### src/rtl/hazard_pkg.sv
`default_nettype none
// ============================================================================
// Module      : hazard_pkg
// Description : Shared types and constants for the pipeline hazard
//               controller: FSM state encoding, register-index width and
//               the default memory-wait timeout.
// Revision    : 1.0 - initial release
// ============================================================================
package hazard_pkg;

    // Width of a register-file index (x0..x31)
    localparam int REG_AW = 5;

    // Default bound on consecutive data-memory wait cycles
    localparam int DEFAULT_MEM_TIMEOUT = 200;

    // Controller FSM states; the encoding is exported on state_o for debug
    typedef enum logic [2:0] {
        IDLE    = 3'd0,
        RUN     = 3'd1,
        MEMWAIT = 3'd2,
        ERROR   = 3'd3
    } state_e;

endpackage : hazard_pkg
`default_nettype wire

### src/rtl/hazard_detect.sv
`default_nettype none
// ============================================================================
// Module      : hazard_detect
// Description : Combinational load-use hazard compare between the load in
//               EX and the source registers of the instruction in ID.
//               x0 never creates a hazard. rs2 is always compared, which is
//               conservative for I-type instructions that do not use it.
// Revision    : 1.0 - initial release
// ============================================================================
module hazard_detect
    import hazard_pkg::*;
(
    input  logic              i_memRead,
    input  logic [REG_AW-1:0] i_rd,
    input  logic [REG_AW-1:0] i_rs1,
    input  logic [REG_AW-1:0] i_rs2,
    output logic              o_loadUse
);

    assign o_loadUse = i_memRead
                     && (i_rd != '0)
                     && ((i_rd == i_rs1) || (i_rd == i_rs2));

endmodule : hazard_detect
`default_nettype wire

### src/rtl/hazard_ctrl.sv
`default_nettype none
// ============================================================================
// Module      : hazard_ctrl
// Description : Pipeline hazard and sequencing controller. Drives the PC
//               write enable, IF/ID stall/flush, ID/EX bubble and global
//               freeze from load-use hazards, taken branches, data-memory
//               wait requests and the core start signal. A watchdog moves
//               the FSM to a sticky ERROR state when a memory wait lasts
//               MEM_TIMEOUT cycles.
//               Optional macro HAZARD_CTRL_PERF_EN builds the stall, flush
//               and memory-wait performance counters; without it those
//               ports are tied to zero.
// Revision    : 1.0 - initial release
// ============================================================================
module hazard_ctrl
    import hazard_pkg::*;
#(
    parameter int MEM_TIMEOUT = DEFAULT_MEM_TIMEOUT,
    parameter int TMO_W       = 8,
    parameter int CNT_W       = 32
) (
    input  logic              clk_i,
    input  logic              rst_n_i,
    input  logic              start_i,
    input  logic              idex_memread_i,
    input  logic [REG_AW-1:0] idex_rd_i,
    input  logic [REG_AW-1:0] ifid_rs1_i,
    input  logic [REG_AW-1:0] ifid_rs2_i,
    input  logic              branch_taken_i,
    input  logic              mem_stall_i,
    output logic              pc_write_o,
    output logic              ifid_stall_o,
    output logic              ifid_flush_o,
    output logic              idex_bubble_o,
    output logic              freeze_o,
    output logic              error_o,
    output logic [2:0]        state_o,
    output logic [CNT_W-1:0]  stall_cnt_o,
    output logic [CNT_W-1:0]  flush_cnt_o,
    output logic [CNT_W-1:0]  memwait_cnt_o
);

    localparam logic [TMO_W-1:0] c_TIMEOUT = TMO_W'(MEM_TIMEOUT);

    state_e           r_state;
    state_e           w_nextState;
    logic [TMO_W-1:0] r_waitCnt;
    logic [TMO_W-1:0] w_nextWaitCnt;
    logic [TMO_W-1:0] w_waitInc;
    logic             r_error;
    logic             w_loadUse;
    logic             w_memWaitCycle;
    logic             w_useRunRules;
    logic             w_pcWrite;
    logic             w_ifidStall;
    logic             w_ifidFlush;
    logic             w_idexBubble;
    logic             w_freeze;

    hazard_detect u_detect (
        .i_memRead (idex_memread_i),
        .i_rd      (idex_rd_i),
        .i_rs1     (ifid_rs1_i),
        .i_rs2     (ifid_rs2_i),
        .o_loadUse (w_loadUse)
    );

    // The wait counter never exceeds the timeout value
    assign w_waitInc = (r_waitCnt >= c_TIMEOUT) ? c_TIMEOUT : (r_waitCnt + TMO_W'(1));

    // A MEMWAIT cycle that actually holds the pipeline (still running, memory still busy)
    assign w_memWaitCycle = (r_state == MEMWAIT) && start_i && mem_stall_i;

    // Next-state, wait-counter and control-output decode
    always_comb begin
        w_nextState   = r_state;
        w_nextWaitCnt = '0;
        w_pcWrite     = 1'b0;
        w_ifidStall   = 1'b0;
        w_ifidFlush   = 1'b0;
        w_idexBubble  = 1'b0;
        w_freeze      = 1'b0;
        w_useRunRules = 1'b0;

        case (r_state)
            IDLE: begin
                w_freeze    = 1'b1;
                w_ifidStall = 1'b1;
                if (start_i) begin
                    w_nextState = RUN;
                end
            end
            RUN: begin
                w_useRunRules = 1'b1;
            end
            MEMWAIT: begin
                if (w_memWaitCycle) begin
                    w_freeze    = 1'b1;
                    w_ifidStall = 1'b1;
                    if (w_waitInc == c_TIMEOUT) begin
                        w_nextState = ERROR;
                    end else begin
                        w_nextWaitCnt = w_waitInc;
                    end
                end else begin
                    // Memory released or core stopped: the cycle behaves like RUN
                    w_useRunRules = 1'b1;
                end
            end
            ERROR: begin
                w_freeze    = 1'b1;
                w_ifidStall = 1'b1;
            end
            default: begin
                w_freeze    = 1'b1;
                w_ifidStall = 1'b1;
                w_nextState = IDLE;
            end
        endcase

        if (w_useRunRules) begin
            if (!start_i) begin
                w_freeze    = 1'b1;
                w_ifidStall = 1'b1;
                w_nextState = IDLE;
            end else if (mem_stall_i) begin
                w_freeze      = 1'b1;
                w_ifidStall   = 1'b1;
                w_nextState   = MEMWAIT;
                w_nextWaitCnt = TMO_W'(1);
            end else if (w_loadUse) begin
                // A taken branch here is dropped: its operands are not ready yet
                w_ifidStall  = 1'b1;
                w_idexBubble = 1'b1;
                w_nextState  = RUN;
            end else if (branch_taken_i) begin
                w_pcWrite   = 1'b1;
                w_ifidFlush = 1'b1;
                w_nextState = RUN;
            end else begin
                w_pcWrite   = 1'b1;
                w_nextState = RUN;
            end
        end

        // While reset is asserted the pipeline sees IDLE controls regardless of state
        if (!rst_n_i) begin
            w_pcWrite    = 1'b0;
            w_ifidStall  = 1'b1;
            w_ifidFlush  = 1'b0;
            w_idexBubble = 1'b0;
            w_freeze     = 1'b1;
        end
    end

    // State register, memory-wait counter and sticky timeout flag
    always_ff @(posedge clk_i) begin
        if (!rst_n_i) begin
            r_state   <= IDLE;
            r_waitCnt <= '0;
            r_error   <= 1'b0;
        end else begin
            r_state   <= w_nextState;
            r_waitCnt <= w_nextWaitCnt;
            if (w_nextState == ERROR) begin
                r_error <= 1'b1;
            end
        end
    end

    assign pc_write_o    = w_pcWrite;
    assign ifid_stall_o  = w_ifidStall;
    assign ifid_flush_o  = w_ifidFlush;
    assign idex_bubble_o = w_idexBubble;
    assign freeze_o      = w_freeze;
    assign error_o       = r_error;
    assign state_o       = r_state;

`ifdef HAZARD_CTRL_PERF_EN
    logic [CNT_W-1:0] r_stallCnt;
    logic [CNT_W-1:0] r_flushCnt;
    logic [CNT_W-1:0] r_memWaitCnt;

    // Free-running, wrapping event counters; a bubble marks a load-use stall cycle
    always_ff @(posedge clk_i) begin
        if (!rst_n_i) begin
            r_stallCnt   <= '0;
            r_flushCnt   <= '0;
            r_memWaitCnt <= '0;
        end else begin
            if (w_idexBubble) begin
                r_stallCnt <= r_stallCnt + CNT_W'(1);
            end
            if (w_ifidFlush) begin
                r_flushCnt <= r_flushCnt + CNT_W'(1);
            end
            if (w_memWaitCycle) begin
                r_memWaitCnt <= r_memWaitCnt + CNT_W'(1);
            end
        end
    end

    assign stall_cnt_o   = r_stallCnt;
    assign flush_cnt_o   = r_flushCnt;
    assign memwait_cnt_o = r_memWaitCnt;
`else
    assign stall_cnt_o   = '0;
    assign flush_cnt_o   = '0;
    assign memwait_cnt_o = '0;
`endif

endmodule : hazard_ctrl
`default_nettype wire

### config.mk
export PLATFORM = sky130hd
export DESIGN_NAME = hazard_ctrl
export DESIGN_NICKNAME = d
export VERILOG_FILES = /design/src/rtl/hazard_pkg.sv /design/src/rtl/hazard_detect.sv /design/src/rtl/hazard_ctrl.sv
export SDC_FILE = /design/constraint.sdc
export NUM_CORES = 1
export LEC_CHECK = 0
export CAP_MARGIN = 40
export CORE_MARGIN = 5
export CORE_UTILIZATION = 34
export DETAILED_ROUTE_END_ITERATION = 8
export PLACE_DENSITY = 0.82
export SLEW_MARGIN = 20
export SYNTH_ARGS = -nofsm -noshare
export SYNTH_HDL_FRONTEND = slang
export SYNTH_SLANG_ARGS = --single-unit
### constraint.sdc
create_clock -name clk_i -period 2.2 [get_ports clk_i]
set_clock_uncertainty 0.05 [all_clocks]
set_input_delay 0.44 -clock clk_i [delete_from_list [all_inputs] [get_ports clk_i]]
set_output_delay 0.44 -clock clk_i [all_outputs]
set_load 0.1 [all_outputs]
==> impl_metrics.env <==
export IMPL_r2r_end="state_o[0]"
export IMPL_area_growth_pct=19.3
export IMPL_yosysUniqueCellTypes=40
export IMPL_place_congestion=0.862
export IMPL_route_detailed_drc=0
export IMPL_htreeDepth=1
export IMPL_violations="setup timing"
export IMPL_worstSkewPairLatency_ns=0.25
export IMPL_postLayoutCoreUtil=0.411
export IMPL_synth_area_leaders="buf_4 45%, dfxtp_1 15%, xnor2_1 7.6%"
export IMPL_dp_hpwl_mm=2.73
export IMPL_period_share=1.03
export IMPL_ir_drop_uv=350
export IMPL_yosys_warnings=0
export IMPL_maxSlewViolCount=0
export IMPL_hold_ws_ns=0.466
export IMPL_finalHoldViolCount=0
export IMPL_finalWorstSetupSlack_ns=-0.0727
export IMPL_max_stage_delay_ns=0.52
export IMPL_dr_pass1_iters=4
export IMPL_cts_buffer_depth=2
export IMPL_p_leak_nw=0.934
export IMPL_min_to="error_o"
export IMPL_setup_viol=2
export IMPL_status="finished with violations"
export IMPL_end_kind="output pin"
export IMPL_post_route_min_period_ns=2.27
export IMPL_grt_max_degree=9
export IMPL_cpLargestDelayFamily="simple AND/OR/NAND/NOR gates"
export IMPL_cp_required_ns=1.71
export IMPL_yosysMostFrequentCell="buf_4"
export IMPL_grt_pass1_vias=1086
export IMPL_r2r_cells=14
export IMPL_cp_data_arrival_time_ns=1.78
export IMPL_min_from="error_o"
export IMPL_holdPathStages=2
export IMPL_powerDensity_mw_per_mm2=670
export IMPL_cts_tree="yes"
export IMPL_drive_above_1_share=0.216
export IMPL_crit_type="input pin to output pin"
export IMPL_yosys_register_bits=12
export IMPL_path_clk_slew_ns=0.06
export IMPL_yosys_area_top_type_share=0.449
export IMPL_core_sq_mm=0.00466
export IMPL_grt_ovfl_total=0
export IMPL_routed_via_density=4.00
export IMPL_hp_class="flop to flop"
export IMPL_fp_dieH_um=78.7
export IMPL_fp_row_count=25
export IMPL_crit_slowest_cell="or4_4"
export IMPL_synth_commonest_cells="96 x buf_4, 14 x xnor2_1, 12 x dfxtp_1"
export IMPL_final_area_sq_mm=0.00191
export IMPL_rrSetupSlack_ns=0.10
export IMPL_port_buffers=29
export IMPL_cts_hold_buf=0
export IMPL_r2r_start="state_o[2]"
export IMPL_cts_buffers=3
export IMPL_ant_nets=0
export IMPL_cts_root_buffer="clkbuf_8"
export IMPL_io_pins=126
export IMPL_slew_headroom=0.639
export IMPL_drv_cap=0
export IMPL_start_util=0.344
export IMPL_finalNetCount=283
export IMPL_synth_area_leader_cell="buf_4"
export IMPL_antenna_found_initial=0
export IMPL_track_usage=0.101
export IMPL_grt_setup_unrepaired="yes"
export IMPL_path_buf_inv=2
export IMPL_cp_depth=5
export IMPL_drt_iter0_markers=16
export IMPL_synth_edf_count=0
export IMPL_n_fill_cell=465
export IMPL_cts_sinks=12
export IMPL_antenna_cells=0
export IMPL_fmax_mhz=440
export IMPL_num_vias=1253
export IMPL_post_synth_cell_area_avg_sq_um=7.90
export IMPL_startpoint_type="input pin"
export IMPL_wl_per_cell_um=11.4
export IMPL_crit_fanout=4
export IMPL_place_area_sq_mm=0.00173
export IMPL_synth_main_ff_cell="dfxtp_1"
export IMPL_ys_seq_area_frac=0.150
export IMPL_grt_pass1_wl_mm=4.99
export IMPL_path_cells="buf_6 -> or4_4 -> o21a_4 -> a211oi_4 -> buf_12"
export IMPL_async_flop_share=0
export IMPL_synth_area_sq_mm=0.00160
export IMPL_syn_inst=203
export IMPL_drt_total_wl_mm=3.57
export IMPL_dieArea_sq_mm=0.00619
export IMPL_tightestPinTransition_ns=0.541
export IMPL_die_w_um=78.7
worst min-delay path: cells and delay by family, from the launching register on:
kind,cells,cell delay (ns)
compound gates,2,0.16
flops,1,0.32
report_power, final:
part           total, mW  switching, mW  leakage, nW  internal, mW
clock network      0.215         0.0915       0.0231         0.124
registers          0.219        0.00191       0.0990         0.217
logic              0.848          0.773        0.812        0.0754
worst max-delay path by stage:
stage	end	slack [ns]	start
after floorplan	ifid_flush_o	-0.57	state_o[0]
after global placement	ifid_flush_o	-0.48	idex_rd_i[3]
after detailed placement	ifid_flush_o	-0.49	idex_rd_i[3]
after CTS	ifid_flush_o	-0.10	state_o[2]
after global routing	ifid_flush_o	-0.1	idex_rd_i[0]
final	ifid_flush_o	-0.07	idex_rd_i[0]
cell type report:
type / instances / area, sq um / share of cell area
Clock buffer: 3 / 41.3 / 0.0216
Clock inverter: 1 / 3.75 / 0.00196
Inverter: 6 / 22.5 / 0.0118
Tap cell: 54 / 67.6 / 0.0353
Timing Repair Buffer: 56 / 522 / 0.273
Multi-Input combinational cell: 181 / 1010 / 0.525
Sequential cell: 12 / 251 / 0.131
stage by stage:
step / total power [mW] / setup TNS, ns / setup WS, ns / std cells
2_1_floorplan: 1.12 / -1.16 / -0.572 / 299
3_3_place_gp: 1.04 / -1.87 / -0.480 / 292
3_5_place_dp: 1.05 / -1.89 / -0.489 / 292
4_1_cts: 1.28 / -0.207 / -0.103 / 310
5_1_grt: 1.32 / -0.247 / -0.0973 / 313
6_report: 1.28 / -0.136 / -0.0727 / 313
cells by family (layout without fill, tap and decap cells):
logic type | Yosys count | count (layout) | synth area share
buffers and inverters | 106 | 66 | 0.478
AND/OR/NAND/NOR | 40 | 40 | 0.147
AO/OA/AOI/OAI | 26 | 26 | 0.119
XOR/XNOR | 16 | 16 | 0.0874
flip-flops | 12 | 12 | 0.150
adder cells (fa/ha/maj) | 2 | 2 | 0.0156
other | 1 | 97 | 0.00234
cell usage in the layout, fill, tap and decap left out, types with 2 or more instances in the layout:
cell / n
xor2_1: 2
clkdlybuf4s50_1: 2
buf_12: 5
nand4b_1: 3
a21oi_1: 3
conb_1: 97
inv_1: 6
o211ai_1: 2
nand3_1: 4
nand2_1: 8
and3_1: 2
and4_1: 2
ha_1: 2
o21ai_0: 3
nor2b_1: 2
nand2b_1: 2
buf_4: 28
xnor2_1: 14
dfxtp_4: 3
nor2_1: 8
dlygate4sd2_1: 13
buf_6: 6
dfxtp_1: 9
o31ai_1: 2
a221oi_1: 2
clkbuf_8: 3
metal layers:
| layer | vias up | share of wire | track usage |
|---|---|---|---|
| li1 | 593 | - | - |
| met5 | - | 0 | 0 |
| met1 | 585 | 0.35 | 0.0997 |
| met3 | 5 | 0.10 | 0.0195 |
| met4 | 0 | 0.015 | 0.0420 |
| met2 | 70 | 0.53 | 0.201 |
flip-flops by register name (all words and copies together) (netlist names):
name,cells
r_waitCnt,8
error_o,1
state_o,3
repair_timing:
item,4_1_cts,5_1_grt
setup buffers,14,4
gates resized for setup,38,5
pin swaps,15,4
endpoints found under the setup margin,5,5
gates cloned,0,0
(Power assumes the default switching activity.)
